--- config.mk ---
export PLATFORM = sky130hd
export DESIGN_NAME = mem_port_arbiter
export DESIGN_NICKNAME = d
export VERILOG_FILES = /design/src/rtl/mem_arb_pkg.sv /design/src/rtl/mem_port_arbiter_pick.sv /design/src/rtl/mem_port_arbiter.sv
export SDC_FILE = /design/constraint.sdc
export NUM_CORES = 1
export LEC_CHECK = 0
export BUFFER_PORTS_ARGS = -buffer_cell sky130_fd_sc_hd__buf_2
export CAP_MARGIN = 40
export CORE_ASPECT_RATIO = 0.6
export CORE_UTILIZATION = 48
export DETAILED_ROUTE_END_ITERATION = 16
export GPL_ROUTABILITY_DRIVEN = 0
export GPL_TIMING_DRIVEN = 0
export PLACE_DENSITY = 0.82
export SYNTH_ARGS = -nofsm -noshare
export SYNTH_HDL_FRONTEND = slang
export SYNTH_HIERARCHICAL = 1
export SYNTH_SLANG_ARGS = --single-unit
export TNS_END_PERCENT = 100
--- constraint.sdc ---
create_clock -name clk -period 2.4 [get_ports clk]
set_input_delay 0.36 -clock clk [delete_from_list [all_inputs] [get_ports clk]]
set_output_delay 0.36 -clock clk [all_outputs]
set_load 0.01 [all_outputs]
--- src/rtl/mem_arb_pkg.sv ---
// Shared widths, FSM state type and port identifiers for the memory port arbiter.
package mem_arb_pkg;

    localparam int unsigned ADDR_W = 18;
    localparam int unsigned DATA_W = 32;

    typedef enum logic [1:0] {
        IDLE   = 2'd0,
        ACCESS = 2'd1,
        DONE   = 2'd2
    } state_t;

    localparam logic PORT_IF = 1'b0;
    localparam logic PORT_D  = 1'b1;

endpackage

--- src/rtl/mem_port_arbiter_pick.sv ---
// Grant selection between the fetch and data ports.
// MEM_ARB_ROUND_ROBIN_EN: alternate on contention; otherwise the data port has fixed priority.
module mem_arb_pick
    import mem_arb_pkg::*;
(
    input  logic if_req,
    input  logic d_req,
    input  logic last_grant,
    output logic grant
);

    always_comb begin
        grant = PORT_IF;
`ifdef MEM_ARB_ROUND_ROBIN_EN
        if (if_req && d_req) begin
            grant = (last_grant == PORT_IF) ? PORT_D : PORT_IF;
        end else if (d_req) begin
            grant = PORT_D;
        end
`else
        if (d_req) begin
            grant = PORT_D;
        end
`endif
    end

`ifndef MEM_ARB_ROUND_ROBIN_EN
    logic unused_pick;
    assign unused_pick = if_req ^ last_grant;
`endif

endmodule

--- src/rtl/mem_port_arbiter.sv ---
// Two-port (instruction fetch / data) arbiter in front of a single multi-cycle memory block.
// Build option MEM_ARB_ROUND_ROBIN_EN selects round-robin arbitration (see mem_arb_pick).
module mem_port_arbiter
    import mem_arb_pkg::*;
#(
    parameter int WAIT_CYCLES = 1
) (
    input  logic              clk,
    input  logic              reset_n,
    input  logic              if_req,
    input  logic [ADDR_W-1:0] if_addr,
    output logic [DATA_W-1:0] if_rdata,
    output logic              if_ack,
    input  logic              d_req,
    input  logic              d_we,
    input  logic              d_byte,
    input  logic [ADDR_W-1:0] d_addr,
    input  logic [DATA_W-1:0] d_wdata,
    output logic [DATA_W-1:0] d_rdata,
    output logic              d_ack,
    output logic              d_err,
    output logic [ADDR_W-1:0] mem_address,
    output logic [DATA_W-1:0] mem_write_data,
    input  logic [DATA_W-1:0] mem_read_data,
    output logic              mem_memRead,
    output logic              mem_memWrite,
    output logic              mem_byteOperations,
    output logic              busy
);

    localparam logic [3:0] WAIT_EFF = (WAIT_CYCLES >= 1 && WAIT_CYCLES <= 15) ? 4'(WAIT_CYCLES) : 4'd1;

    state_t            state_q, state_d;
    logic [3:0]        cnt_q, cnt_d;
    logic              port_q, port_d;
    logic              last_q, last_d;
    logic              we_q, we_d;
    logic              byte_q, byte_d;
    logic              err_q, err_d;
    logic [ADDR_W-1:0] addr_q, addr_d;
    logic [DATA_W-1:0] wdata_q, wdata_d;
    logic [DATA_W-1:0] if_rdata_q, if_rdata_d;
    logic [DATA_W-1:0] d_rdata_q, d_rdata_d;
    logic              grant;

    mem_arb_pick u_pick (
        .if_req     (if_req),
        .d_req      (d_req),
        .last_grant (last_q),
        .grant      (grant)
    );

    always_comb begin
        state_d    = state_q;
        cnt_d      = cnt_q;
        port_d     = port_q;
        last_d     = last_q;
        we_d       = we_q;
        byte_d     = byte_q;
        err_d      = err_q;
        addr_d     = addr_q;
        wdata_d    = wdata_q;
        if_rdata_d = if_rdata_q;
        d_rdata_d  = d_rdata_q;
        unique case (state_q)
            IDLE: begin
                if (if_req || d_req) begin
                    port_d = grant;
                    last_d = grant;
                    cnt_d  = WAIT_EFF;
                    err_d  = 1'b0;
                    if (grant == PORT_D) begin
                        addr_d  = d_addr;
                        wdata_d = d_wdata;
                        we_d    = d_we;
                        byte_d  = d_byte;
                        // Misaligned word access never reaches memory; it is answered with an error.
                        if (!d_byte && d_addr[1:0] != 2'b00) begin
                            err_d   = 1'b1;
                            state_d = DONE;
                        end else begin
                            state_d = ACCESS;
                        end
                    end else begin
                        addr_d  = {if_addr[ADDR_W-1:2], 2'b00};
                        wdata_d = '0;
                        we_d    = 1'b0;
                        byte_d  = 1'b0;
                        state_d = ACCESS;
                    end
                end
            end
            ACCESS: begin
                cnt_d = cnt_q - 4'd1;
                if (cnt_q == 4'd1) begin
                    state_d = DONE;
                    if (!we_q) begin
                        if (port_q == PORT_D) d_rdata_d  = mem_read_data;
                        else                  if_rdata_d = mem_read_data;
                    end
                end
            end
            DONE: begin
                cnt_d   = '0;
                state_d = IDLE;
            end
            default: state_d = IDLE;
        endcase
    end

    always_ff @(posedge clk or negedge reset_n) begin
        if (!reset_n) begin
            state_q    <= IDLE;
            cnt_q      <= '0;
            port_q     <= PORT_IF;
            last_q     <= PORT_IF;
            we_q       <= 1'b0;
            byte_q     <= 1'b0;
            err_q      <= 1'b0;
            addr_q     <= '0;
            wdata_q    <= '0;
            if_rdata_q <= '0;
            d_rdata_q  <= '0;
        end else begin
            state_q    <= state_d;
            cnt_q      <= cnt_d;
            port_q     <= port_d;
            last_q     <= last_d;
            we_q       <= we_d;
            byte_q     <= byte_d;
            err_q      <= err_d;
            addr_q     <= addr_d;
            wdata_q    <= wdata_d;
            if_rdata_q <= if_rdata_d;
            d_rdata_q  <= d_rdata_d;
        end
    end

    logic in_access;
    logic in_done;
    assign in_access = (state_q == ACCESS);
    assign in_done   = (state_q == DONE);

    assign busy               = (state_q != IDLE);
    assign mem_address        = in_access ? addr_q  : '0;
    assign mem_write_data     = in_access ? wdata_q : '0;
    assign mem_byteOperations = in_access && byte_q;
    assign mem_memRead        = in_access && !we_q;
    assign mem_memWrite       = in_access && we_q;
    assign if_ack             = in_done && (port_q == PORT_IF);
    assign d_ack              = in_done && (port_q == PORT_D);
    assign d_err              = in_done && (port_q == PORT_D) && err_q;
    assign if_rdata           = if_rdata_q;
    assign d_rdata            = d_rdata_q;

endmodule

# Word-level counts from Yosys, hierarchy flattened
# Cells that the tools add are included.
# classes
addsub,1
eq_ne,5
mux,16
bitwise_logic,2
n_reduce_logical,19
# op_table
op,n
$mux W32,2
$mux W18,2
$pmux W4 S3,1
$mux W2,4
$reduce_and A4 Y1,2
$logic_and A1 B1 Y1,7
$reduce_and A2 Y1,3
$mux W1,5
$eq A4 B1 Y1 const B,1
$mux W4,1
$pmux W2 S2,1
$reduce_bool A2 Y1,2
$sub A4 B1 Y4 const B,1
$reduce_bool A3 Y1,1
$eq A2 B1 Y1 const B,1
$eq A2 B2 Y1 const B,1
$logic_not A1 Y1,2
$logic_not A2 Y1,1
$ne A2 B1 Y1 const B,1
$ne A2 B2 Y1 const B,1
$not A1 Y1,2
$logic_or A1 B1 Y1,1
# word_totals
register_bits,124
in_bits,106
out_inout_bits,121
elab_cells,53

# Depth between registers and ports, before layout
# depth
ltp_word,6
ltp_mapped,8
depth_no_buf,5

# Cells and area by module
# Netlist, hierarchy kept.
# by_module_without_submodules
mod,n_inst,cells_each,area_per_inst_um2,seq_area_each_um2
mem_port_arbiter,1,475,5525.3,3103.0
mem_arb_pick,1,1,7.5,0.0

# Worst setup path after synthesis
# Ideal clock, no wire load.
# synth_timing
path_type,flip-flop to flip-flop
startpoint,register state_q[1]
endpoint,register if_rdata_q[0] (netlist: if_rdata[0])
setup_time_ps,125
arrival_ps,1904
required_time_ps,2275
slack_ps,371
path_stages_with_launch,9
n_path_buf,3
synth_period_minus_slack_ps,2029
path_cell_list,dfrtp_1 -> inv_1 -> ha_1 -> buf_2 -> nor2b_1 -> or3b_1 -> buf_6 -> buf_12 -> mux2_4
# synth_via
elab_chain_cells,2
# synth_lines
element,line,rtl
start: declaration,mem_port_arbiter.sv:33,"state_t state_q, state_d;"
start signal: assignment,mem_port_arbiter.sv:125,state_q <= state_d;
$eq A2 B1 Y1,mem_port_arbiter.sv:65,unique case (state_q)
$reduce_and A4 Y1 (no source line),--,
end signal: assignment,mem_port_arbiter.sv:134,if_rdata_q <= if_rdata_d;
end: declaration,mem_port_arbiter.sv:42,"logic [DATA_W-1:0] if_rdata_q, if_rdata_d;"
# Every way passes these cells.
# A chain may end at the register's enable or synchronous reset.

# Worst setup path after layout
# layout_timing
startpoint,register state_q[1]
endpoint,output mem_write_data[2]
# layout_via
elab_chain_cells,2
# layout_lines
element,line,rtl
$eq A2 B1 Y1,mem_port_arbiter.sv:141,assign in_access = (state_q == ACCESS);
$mux W32,mem_port_arbiter.sv:146,assign mem_write_data = in_access ? wdata_q : '0;
end: declaration,mem_port_arbiter.sv:23,"output logic [DATA_W-1:0] mem_write_data,"
# Every way passes these cells.

==> results by group <==
Drt
  • Starting DRT DRC Count: 263
  • Routed len/inst: 16.6 um
  • Via count: 4406
  • # DRC: 0
  • Router iterations before antenna repair: 4
  • Final ANT Viol Nets: 0
  • Routed WL: 14500 um
  • Vias/cell: 5.05

Global route
  • Total gr overflow: 0
  • Initial antenna violation count: 0
  • Largest net degree at the start of global routing: 87
  • First-pass GRT wire length: roughly 23000 um
  • Vias in the first global route: 4664
  • GRT Total Usage: 25.1%

Layout
  • Reg area: 3100 um^2
  • Fill cells: slightly above 800
  • Layout cells sized above 1: 46.5%
  • Final Cell Area: 7500 um^2
  • Net count, final: 832
  • Area growth, synth to finish: 35.6%
  • Multi-input gate area: 2220 um^2
  • Ant diodes: 0

Timing
  • RSZ-0062 raised after global routing: false
  • Period utilization: between 90% and 100%
  • Final worst clock skew: 9.45 ps
  • Upper clock frequency limit: between 0.4 and 0.5 GHz
  • Final hold violations: 0
  • Rel. slew slack: 48.8%
  • Fin worst setup slack: 116 ps
  • Pins over their slew limit: 0
  • Period minus WS final: 2280 ps
  • Setup TNS: 0 ps
  • Setup violators final: 0
  • Worst Tran Pin Value: 769 ps

Logic synthesis
  • Synth Area per Inst: 11.6 um^2
  • Mapped Cells: 476
  • Mapped Nets: 587
  • Sequential area share after synthesis: 56.1%
  • Synth Flop Type: dfrtp_1
  • Asr flop ratio synth: 100%
  • FF+latch count, synth: 124
  • Synth Cell Area: 5530 um^2
  • Distinct cells, synth: 35
  • Synth warn: 6
  • EDFF count, synth: 0

Placed design
  • Placed cell areas: ~6900 um^2
  • I/O Buffers: between 200 and 250
  • Dpl ws: 89.1 ps
  • DP HPWL: 10800 um

Worst setup path
  • Critical path destination: mem_write_data[2]
  • FF-to-FF path depth: 6
  • WP buf/inv: 5
  • CP cell instances: inv_1 -> ha_1 -> buf_2 -> buf_4 -> clkbuf_4 -> and2_1 -> buf_2
  • Crit-path max cell delay: 380 ps
  • Critical path class: flip-flop to primary output
  • CP max stage cell: dfrtp_1
  • Crit. End Element: primary output
  • Crit start category: flip-flop
  • Number of cells on the critical path: 7
  • Critical Path Fanout Max: 10
  • Top Family by Delay on Critical Path: buffers and inverters
  • Worst EP required: 2040 ps
  • Worst Setup SP: state_q[1]
  • R2r startpoint: cnt_q[1]
  • RR Endpoint: d_rdata[8]
  • Most frequent CP cell: buf_2
  • R2R setup slack: 220 ps
  • Arr. time, crit path: 1920 ps

Pwr
  • Peak supply drop: 762 uV
  • Leakage: 3.99 nW
  • Power Density: between 1000 and 1500 nW/um^2

Floorplan
  • Die Wd: 141 um
  • Initial Util: 50.8%
  • DIE HEIGHT: 85.2 um
  • CORE AREA: roughly 11000 um^2
  • I/O Pins: 227
  • Die area: roughly 12000 um^2
  • Row Count: 29

Flow run
  • Max_cap viols: 0

CTS
  • CTS max path bufs: 2
  • Skew-Pair Late Insertion Delay: 410 ps
  • TritonCTS Sinks: approximately 120
  • CTS tree: done
  • Worst-path clk slew: 60 ps
  • Root Driver: clkbuf_16
  • CTS H-tree lvls: 4
  • CTS Buf Count: 17

Hold path
  • Worst min path class: primary input to flip-flop

Run status
  • Status: finished, final reports clean
-- sequential cells by signal, indices dropped and copies added, names as in the netlist --
signal,flops
state_q,2
wdata_q,32
addr_q,18
if_rdata,32
last_q,1
byte_q,1
cnt_q,4
we_q,1
err_q,1
d_rdata,32
-- worst min-delay path, cell delays in order --
cell,delay [ps]
buf_2,100
nand2_1,50
o21ai_0,60
-- logic make-up after synthesis --
family	Yosys count	share of synthesized area [%]
compound gates	67	6.65
fa+ha+maj	5	1.13
buf+inv	39	3.84
flops	124	56.1
mux	82	18.4
simple gates	159	13.9
-- worst min path at each step --
| stage | depth (start not counted) | start | end | slack (ps) |
|---|---|---|---|---|
| floorplan | 0 | reset_n | addr_q[0] | 60 |
| global placement | 2 | wdata_q[22] | wdata_q[22] | 450 |
| detailed placement | 1 | reset_n | wdata_q[9] | 290 |
| finish | 3 | d_wdata[12] | wdata_q[12] | 200 |
| CTS | 2 | mem_read_data[11] | if_rdata[11] | 180 |
| global route | 2 | mem_read_data[11] | if_rdata[11] | 190 |
-- through the flow --
stage | util [%] | hold slack (ps) | cells | power, W
after floorplan | - | 64.4 | 476 | 0.00601
after global placement | 62.7 | 454 | 839 | 0.00733
after detailed placement | 63.0 | 290 | 840 | 0.00757
after CTS | 68.8 | 179 | 873 | 0.0103
after global routing | 68.9 | 189 | 873 | 0.0108
final | 68.9 | 198 | 873 | 0.0102
-- cell usage in the layout, fill, tap and decap left out, types with 5 or more instances in the layout --
cell / synthesis / final
buf_2: 5 / 228
dfrtp_1: 124 / 124
nand2_1: 91 / 91
o21ai_0: 56 / 56
and2_1: 53 / 53
mux2_2: 36 / 36
mux2_4: 30 / 30
clkbuf_16: 0 / 17
clkbuf_1: 21 / 16
mux2i_1: 16 / 16
inv_1: 7 / 7
ha_1: 5 / 5
-- cell type report --
type,count,area share [%]
tap,139,2.32
inverter,7,0.350
buffer,32,2.67
timing repair buffer,226,15.5
multi-input combinational,313,29.6
clock inverter,13,2.22
clock buffer,19,5.90
sequential,124,41.4
-- synth_stat cells, drive strengths merged (2+ instances only) --
library cell | count | share of area, %
nor2 | 3 | 0.20
nor2b | 2 | 0.23
and2 | 53 | 6.0
ha | 5 | 1.1
mux2i | 16 | 2.9
nand2 | 91 | 6.2
dfrtp | 124 | 56
or3b | 2 | 0.36
o21ai | 57 | 5.2
a21o | 2 | 0.27
clkbuf | 21 | 1.4
o31ai | 2 | 0.27
buf | 11 | 1.9
inv | 7 | 0.47
mux2 | 66 | 15
a32o | 2 | 0.36
-- timing repair --
| item | in CTS | in global routing |
|---|---|---|
| endpoints found under the hold margin | 38 | 0 |
| setup buffers | 0 | 0 |
| setup endpoints to repair | 30 | 78 |
| gates resized for setup | 5 | 10 |
| hold buffers | 1 | 0 |
-- metal layers --
metal  track usage (%)  vias up  part of all wire [%]
met2              40.2      159                    47
met1              33.7     2142                    46
met3              6.26       17                   5.8
li1                  -     2088                     -
met5                 0        -                     0
met4              8.30        0                   1.2
-- power by group --
part	switching [W]	total [W]	internal, W
clock	0.000963	0.00263	0.00167
combinational	0.00196	0.00384	0.00188
sequential	0.000597	0.00374	0.00314
Note: power is estimated with default switching activity, not from simulation.
